## src/rtl/hardware_result_serializer_if.sv

```systemverilog
// rtl/hardware_result_serializer_if.sv - result serializer port bundle
// Purpose: groups the core-side capture signals and the beat-stream side
//   of hardware_result_serializer into one interface.
// Signals:
//   core_word  [WIDTH] result word from the reduction core
//   core_valid         single-cycle strobe, no backpressure to the core
//   out_data   [LANE]  current beat, LSB-first slice of the word
//   out_valid          beat available
//   out_ready          sink accepts beat
//   out_last           final beat of a word
//   fifo_full          capture FIFO holds DEPTH words
//   dropped            one-cycle pulse for a discarded word
//   drop_count [16]    saturating drop counter (RESULT_SER_DROP_CNT_EN only)
// Modports: master = serializer side, slave = core/sink environment side.
interface hardware_result_serializer_if #(
  parameter int WIDTH = 130,
  parameter int LANE  = 1
);
  logic [WIDTH-1:0] core_word;
  logic             core_valid;
  logic [LANE-1:0]  out_data;
  logic             out_valid;
  logic             out_ready;
  logic             out_last;
  logic             fifo_full;
  logic             dropped;
`ifdef RESULT_SER_DROP_CNT_EN
  logic [15:0]      drop_count;
`endif

  modport master (
    input  core_word,
    input  core_valid,
    input  out_ready,
    output out_data,
    output out_valid,
    output out_last,
    output fifo_full,
    output dropped
`ifdef RESULT_SER_DROP_CNT_EN
    , output drop_count
`endif
  );

  modport slave (
    output core_word,
    output core_valid,
    output out_ready,
    input  out_data,
    input  out_valid,
    input  out_last,
    input  fifo_full,
    input  dropped
`ifdef RESULT_SER_DROP_CNT_EN
    , input drop_count
`endif
  );
endinterface

```

## src/rtl/hardware_result_serializer.sv

```systemverilog
// rtl/hardware_result_serializer.sv - captures core result words and streams them LSB-first in LANE-bit beats
// Purpose: DEPTH-entry FIFO in front of a shift-register serializer with a
//   valid/ready output handshake and a drop indication for overflow.
// Ports:
//   system1000      clock, rising edge
//   system1000_rst  synchronous active-high reset
//   bus             hardware_result_serializer_if.master (core capture side
//                   and beat-stream side, see the interface file)
// Optional feature macro: RESULT_SER_DROP_CNT_EN adds the 16-bit saturating
//   drop_count counter and port.
module hardware_result_serializer #(
  parameter int WIDTH = 130,
  parameter int LANE  = 1,
  parameter int DEPTH = 4
) (
  input  logic                          system1000,
  input  logic                          system1000_rst,
  hardware_result_serializer_if.master  bus
);

  localparam int BEATS = WIDTH / LANE;
  localparam int BW    = (BEATS > 1) ? $clog2(BEATS) : 1;
  localparam int AW    = (DEPTH > 1) ? $clog2(DEPTH) : 1;
  localparam int CW    = AW + 1;
  localparam logic [BW-1:0] LAST_BEAT = BW'(BEATS - 1);
  localparam logic [CW-1:0] FULL_CNT  = CW'(DEPTH);

  typedef enum logic [0:0] {IDLE, SHIFT} state_t;

  state_t           state_q;
  logic [WIDTH-1:0] shreg_q;
  logic [BW-1:0]    beat_q;
  logic [WIDTH-1:0] mem_q [DEPTH];
  logic [AW-1:0]    wr_ptr_q;
  logic [AW-1:0]    rd_ptr_q;
  logic [CW-1:0]    count_q;
  logic             dropped_q;

  logic full;
  logic empty;
  logic is_last;
  logic push;
  logic pop;

  // Full is taken from the registered count, so a pop in the same cycle
  // never makes room for a push.
  assign full    = (count_q == FULL_CNT);
  assign empty   = (count_q == '0);
  assign is_last = (beat_q == LAST_BEAT);
  assign push    = bus.core_valid && !full;

  always_comb begin
    pop = 1'b0;
    if (!empty) begin
      if (state_q == IDLE) begin
        pop = 1'b1;
      end else if (bus.out_ready && is_last) begin
        // Reload on the accepted last beat keeps back-to-back words gapless.
        pop = 1'b1;
      end
    end
  end

  // Storage array needs no reset: occupancy is tracked by count_q.
  always_ff @(posedge system1000) begin
    if (push) begin
      mem_q[wr_ptr_q] <= bus.core_word;
    end
  end

  always_ff @(posedge system1000) begin
    if (system1000_rst) begin
      state_q   <= IDLE;
      shreg_q   <= '0;
      beat_q    <= '0;
      wr_ptr_q  <= '0;
      rd_ptr_q  <= '0;
      count_q   <= '0;
      dropped_q <= 1'b0;
    end else begin
      dropped_q <= bus.core_valid && full;
      if (push) begin
        wr_ptr_q <= wr_ptr_q + AW'(1);
      end
      if (pop) begin
        rd_ptr_q <= rd_ptr_q + AW'(1);
      end
      count_q <= count_q + CW'(push) - CW'(pop);

      case (state_q)
        IDLE: begin
          if (pop) begin
            shreg_q <= mem_q[rd_ptr_q];
            beat_q  <= '0;
            state_q <= SHIFT;
          end
        end
        SHIFT: begin
          if (bus.out_ready) begin
            if (!is_last) begin
              shreg_q <= shreg_q >> LANE;
              beat_q  <= beat_q + BW'(1);
            end else if (pop) begin
              shreg_q <= mem_q[rd_ptr_q];
              beat_q  <= '0;
            end else begin
              // Clear so out_data idles at zero, matching the reset value.
              shreg_q <= '0;
              beat_q  <= '0;
              state_q <= IDLE;
            end
          end
        end
        default: state_q <= IDLE;
      endcase
    end
  end

  assign bus.out_valid = (state_q == SHIFT);
  assign bus.out_data  = shreg_q[LANE-1:0];
  assign bus.out_last  = (state_q == SHIFT) && is_last;
  assign bus.fifo_full = full;
  assign bus.dropped   = dropped_q;

`ifdef RESULT_SER_DROP_CNT_EN
  logic [15:0] drop_cnt_q;

  always_ff @(posedge system1000) begin
    if (system1000_rst) begin
      drop_cnt_q <= '0;
    end else if (dropped_q && (drop_cnt_q != 16'hFFFF)) begin
      drop_cnt_q <= drop_cnt_q + 16'd1;
    end
  end

  assign bus.drop_count = drop_cnt_q;
`endif

endmodule

```

## src/flat_wrapper.sv

```systemverilog
// flat-port wrapper written by rule: the top's interface ports become plain ports
module hardware_result_serializer_flat 
#(
  parameter int WIDTH = 130,
  parameter int LANE  = 1,
  parameter int DEPTH = 4
)
  (system1000, system1000_rst, bus_core_word, bus_core_valid, bus_out_ready, bus_out_data, bus_out_valid, bus_out_last, bus_fifo_full, bus_dropped);
  hardware_result_serializer_if #(.WIDTH(WIDTH), .LANE(LANE)) bus_i ();
  input  logic system1000;
  input  logic system1000_rst;
  input wire logic [$bits(bus_i.core_word)-1:0] bus_core_word;
  input wire logic [$bits(bus_i.core_valid)-1:0] bus_core_valid;
  input wire logic [$bits(bus_i.out_ready)-1:0] bus_out_ready;
  output wire logic [$bits(bus_i.out_data)-1:0] bus_out_data;
  output wire logic [$bits(bus_i.out_valid)-1:0] bus_out_valid;
  output wire logic [$bits(bus_i.out_last)-1:0] bus_out_last;
  output wire logic [$bits(bus_i.fifo_full)-1:0] bus_fifo_full;
  output wire logic [$bits(bus_i.dropped)-1:0] bus_dropped;
  assign bus_i.core_word = bus_core_word;
  assign bus_i.core_valid = bus_core_valid;
  assign bus_i.out_ready = bus_out_ready;
  assign bus_out_data = bus_i.out_data;
  assign bus_out_valid = bus_i.out_valid;
  assign bus_out_last = bus_i.out_last;
  assign bus_fifo_full = bus_i.fifo_full;
  assign bus_dropped = bus_i.dropped;
  hardware_result_serializer #(.WIDTH(WIDTH), .LANE(LANE), .DEPTH(DEPTH)) u_core (.system1000(system1000), .system1000_rst(system1000_rst), .bus(bus_i));
endmodule
```

## config.mk

```make
export PLATFORM = sky130hd
export DESIGN_NAME = hardware_result_serializer_flat
export DESIGN_NICKNAME = d
export VERILOG_FILES = /design/src/rtl/hardware_result_serializer_if.sv /design/src/rtl/hardware_result_serializer.sv /design/src/flat_wrapper.sv
export SDC_FILE = /design/constraint.sdc
export NUM_CORES = 1
export LEC_CHECK = 0
export ABC_AREA = 1
export ABC_CLOCK_PERIOD_IN_PS = 11550
export CAP_MARGIN = 15
export CORE_MARGIN = 2
export CORE_UTILIZATION = 55
export DETAILED_ROUTE_END_ITERATION = 10
export PLACE_DENSITY = 0.74
export SETUP_SLACK_MARGIN = 0.3
export SLEW_MARGIN = 30
export SYNTH_ARGS = -nofsm -noshare
export SYNTH_HDL_FRONTEND = slang
export SYNTH_SLANG_ARGS = --single-unit
```

## constraint.sdc

```tcl
create_clock -name system1000 -period 11.55 [get_ports system1000]
set_clock_uncertainty 0.05 [all_clocks]
set_input_delay 1.155 -clock system1000 [delete_from_list [all_inputs] [get_ports system1000]]
set_output_delay 1.155 -clock system1000 [all_outputs]
set_load 0.01 [all_outputs]
```

Word-level counts from Yosys, hierarchy flattened
Memories as Yosys holds them, arrays and structs flattened. A register that Yosys moved wholly into a read port is not among the register bits.
Cells that the tools add are included.

cells by class
  add/subtract/negate cells = 5
  equality and inequality tests = 4
  multiplexer cells = 20
  bitwise logic cells = 1
  reductions and logical operators = 7

operator list
  kind                                                             count
  130-bit 2-to-1 mux                                               4
  130-bit one-hot mux with 2 select lines                          1
  8-bit 2-to-1 mux                                                 3
  8-bit one-hot mux with 2 select lines                            1
  8-bit by 1-bit adder with 8-bit output, second input constant    1
  8-bit == test, second input constant                             1
  1-bit 2-to-1 mux                                                 8
  2-bit by 1-bit adder with 2-bit output, second input constant    2
  1-bit logical AND                                                4
  2-bit 2-to-1 mux                                                 2
  3-bit by 1-bit adder with 3-bit output                           1
  3-bit == test, second input constant                             1
  3-bit logical NOT                                                1
  3-bit by 1-bit subtractor with 3-bit output                      1
  2-bit by 1-bit != test with 1-bit output, second input constant  1
  2-bit != test, second input constant                             1
  1-bit one-hot mux with 2 select lines                            1
  2-bit AND reduction                                              1
  1-bit logical NOT                                                1
  1-bit inverter                                                   1

word-level totals
  bits in registers = 147
  RAM bits = 520
  bits of input ports = 134
  output and inout port bits = 5
  logic and storage cells = 45
  memories kept = 1

memory list
  name          words  bits a word  rd ports  clocked after Yosys merged registers in  write ports  RTL line                          text
  u_core.mem_q  4      130          1         1                                        1            hardware_result_serializer.sv:33  logic [WIDTH-1:0] mem_q [DEPTH];

Longest topological paths before layout
  depth after elaboration = 9
  gate-level depth with buffers = 15
  depth with buffers taken out = 15

Worst setup path after synthesis
OpenSTA, ideal clock, no wires.

  path type = input -> register
  start point = input bus_core_valid
  end point = memory u_core.mem_q[0][0] (enable)
  library setup time = 0.621 ns
  data arrival time = 6.723 ns
  required time = 10.879 ns
  path slack = 4.155 ns
  stages = 2
  buffers on the path = 0
  path through = nand2_1 > nor2_1

between the ends
  longest elaborated chain between the ends = 3

RTL lines
  element                                 RTL line                          text
  start, declared                         flat_wrapper.sv:13                input wire logic [$bits(bus_i.core_valid)-1:0] bus_core_valid;
  1-bit logical AND                       hardware_result_serializer.sv:50  assign push = bus.core_valid && !full;
  1-bit 2-to-1 mux                        hardware_result_serializer.sv:66  if (push) begin
  1-bit 2-to-1 mux (not written as such)  hardware_result_serializer.sv:67  mem_q[wr_ptr_q] <= bus.core_word;
  end, declared                           hardware_result_serializer.sv:33

Every way passes these cells.

Final worst setup path
  start point = input bus_core_valid
  end point = memory u_core.mem_q[1][27] (enable)

The elaborated chain is that of the path after synthesis.

==> metrics.txt <==
sequential power share 43.9%; Num CTS Buffers 68; Post-route DRC 0; maximum clock rate about 0.25 GHz; hpwl dp 29590 um; Async S/R FF share, synth 0%; Mapped Cells approximately 2500; synth warn 0; Max-slew headroom 34.38%; Synth top cells by count 520 x edfxtp_1, 408 x nor2_1, 296 x o21ai_0; crit end category register; EDFF count, synth 520; Final period util 35.00%; min cycle time layout 4042 ps; Finish-stage setup viols 0; vias in the first global route around 18000; global route overflow 0; post-route ant nets 0; Wirelength per Cell 17.37 um; CTS Root Cell clkbuf_16; post-CTS setup buffer count 0; share of the synthesized area in the top cell type 57.93%; Clk pwr share 28.3%; 1st-pass router iterations 6; die footprint 0.05080 mm2; post-synthesis cell area 0.02696 mm2; maximum vdd drop 176.5 uV; startpoint types input pin; Initial Utilization approximately 55%; CP Data Arrival Time between 4000 and 5000 ps; chip height 225.4 um; total core area approximately 0.05 mm2; Lkg Pwr 11.33 nW; GRT Total Usage 22.57%; FF-to-FF End u_core.mem_q[1][27]; HP Class reg2reg; leading area contributor after synthesis edfxtp_1; switching pwr around 0.0025 W; Distinct cells, synth 28; first-pass GRT wire length between 90000 and 100000 um; FILL cells 3708; Int Power 0.005068 W; Critical Path Start bus_core_valid; Crit Path Class in2reg; antenna violations before repair 5; Syn Area/Cell 10.68 um2; Via Count 18360; RSZ-0062 raised after global routing no; Rows 81; PortBufs 138; final net count 2724; share of layout cells above drive strength 1 5.201%; H-tree Lvls 3; post-synthesis sequential area ratio approximately 70%; Area Overhead vs Synth 13.97%; Resize count post-CTS 0; Logic pwr share 27.8%; worst-margin pin slew 984.3 ps; FF-to-FF Start u_core.count_q[1]; Final Max Slew Viols 0; Reg clk slew, reported paths 60 ps; ys flop type edfxtp_1; Avg Vias per Cell 5.628; cts hold-fix bufs 0; most frequent cell after synthesis edfxtp_1; Clk Latency, worst-skew pair 590 ps; R2R depth 8; Final Hold Fails 0; R2R Setup Slk 7900 ps; largest net degree at the start of global routing 265; initial drt markers about 1800; critical path required time 11700 ps; Power Density 247.2 mW/mm2; Chip Width 225.4 um; io pins roughly 140; Clock Path Buffers 3; Yosys reg bits approximately 670; Final TNS setup 0 ps; Fin Hold WS ~420 ps; routability cong. 0.7750; TritonCTS Sinks approximately 670; status completed; Sw Ratio 33.26%; Synth Net Count 2667; CTS tree done; top post-synthesis cells by area edfxtp_1 58%, dfxtp_1 11%, nor2_1 5.7%; final WL 56650 um; CP Max Fanout 60; end of the critical path u_core.mem_q[1][27]; MaxCap Viol Count 0
logic make-up (layout without fill, tap and decap cells):
family / count (synthesis) / in the layout / share of synthesized area [%]
and+or+nand+nor: 842 / 842 / 12.46
other: 0 / 6 / 0
adders and majority gates: 8 / 8 / 0.3992
xor gates and xnor gates: 2 / 2 / 0.06500
buffers and inverters: 333 / 442 / 5.579
AOI/OAI and AO/OA: 671 / 671 / 12.50
DFF: 669 / 669 / 68.99
how the worst min path moves through the flow:
stage / start / endpoint / depth (start not counted)
finish: u_core.shreg_q[129] / u_core.shreg_q[129] / 2
global route: u_core.shreg_q[129] / u_core.shreg_q[129] / 2
CTS: u_core.shreg_q[129] / u_core.shreg_q[129] / 2
detailed placement: u_core.shreg_q[129] / u_core.shreg_q[129] / 2
global placement: u_core.shreg_q[129] / u_core.shreg_q[129] / 2
floorplan: u_core.shreg_q[129] / u_core.shreg_q[129] / 2
stage by stage:
| stage | setup slack [ps] | instance area, um2 | std cells | utilization, % | total power (W) |
|---|---|---|---|---|---|
| finish | 7508 | 30720 | 3262 | 63.15 | 0.007594 |
| global route | 7295 | 30720 | 3260 | 63.14 | 0.008099 |
| CTS | 7470 | 30670 | 3255 | 63.06 | 0.007622 |
| detailed placement | 6854 | 28480 | 3133 | 58.54 | 0.005468 |
| global placement | 6885 | 28450 | 3132 | 58.47 | 0.005377 |
| floorplan | 4155 | 26960 | 2525 | - | 0.005013 |
power by group through the flow:
stage / Combinational (W) / Sequential, W / Clock [W]
global placement: 0.00202 / 0.00336 / 0
detailed placement: 0.00209 / 0.00337 / 0
CTS: 0.00211 / 0.00333 / 0.00218
global route: 0.00244 / 0.00339 / 0.00227
finish: 0.00211 / 0.00334 / 0.00215
floorplan: 0.00174 / 0.00328 / 0
final cells by class:
| cell class | count | area [um2] | share of cell area [%] |
|---|---|---|---|
| inverters | 160 | 610.6 | 1.988 |
| flip-flops and latches | 669 | 18610 | 60.58 |
| repair buffers | 160 | 1607 | 5.230 |
| diodes | 6 | 15.01 | 0.04887 |
| clock buffers | 99 | 1963 | 6.390 |
| multi-input cells | 1523 | 6904 | 22.47 |
| well taps | 622 | 778.2 | 2.533 |
| clock inverters | 23 | 234.0 | 0.7616 |
metal layers:
layer / global-route usage, % / vias to the layer above / wire, um / share of wire (%)
li1: - / 8805 / - / -
met1: 30.02 / 8964 / 24360 / 43
met2: 38.28 / 521 / 27860 / 49
met3: 3.585 / 68 / 3495 / 6.2
met4: 7.050 / 0 / 937 / 1.7
met5: 0 / - / 0 / 0
sequential cells by signal (all words and copies together), names as in the netlist, named ones only:
register              flops
u_core.bus.out_valid      1
u_core.bus.dropped        1
u_core.count_q            3
u_core.rd_ptr_q           2
u_core.shreg_q          130
u_core.beat_q             8
u_core.wr_ptr_q           2
u_core.mem_q            520
cell usage in the layout (no fill, tap or decap), drive strengths merged:
cell,count
o21ai,528
edfxtp,520
nor2,410
nand2,289
inv,161
dfxtp,149
a21oi,141
nand3,141
clkdlybuf4s50,138
clkbuf,99
buf,22
clkinv,17
ha,7
diode,6
bufinv,5
xor2,2
nor3,1
nor3b,1
o22ai,1
o21bai,1
fa,1
critical path: stages:
cell and delay [ps]:
clkdlybuf4s50_1 480, nand2_1 300, nor2_4 500, buf_4 850
buf_4 830
Power figures use the tool's default switching activity.
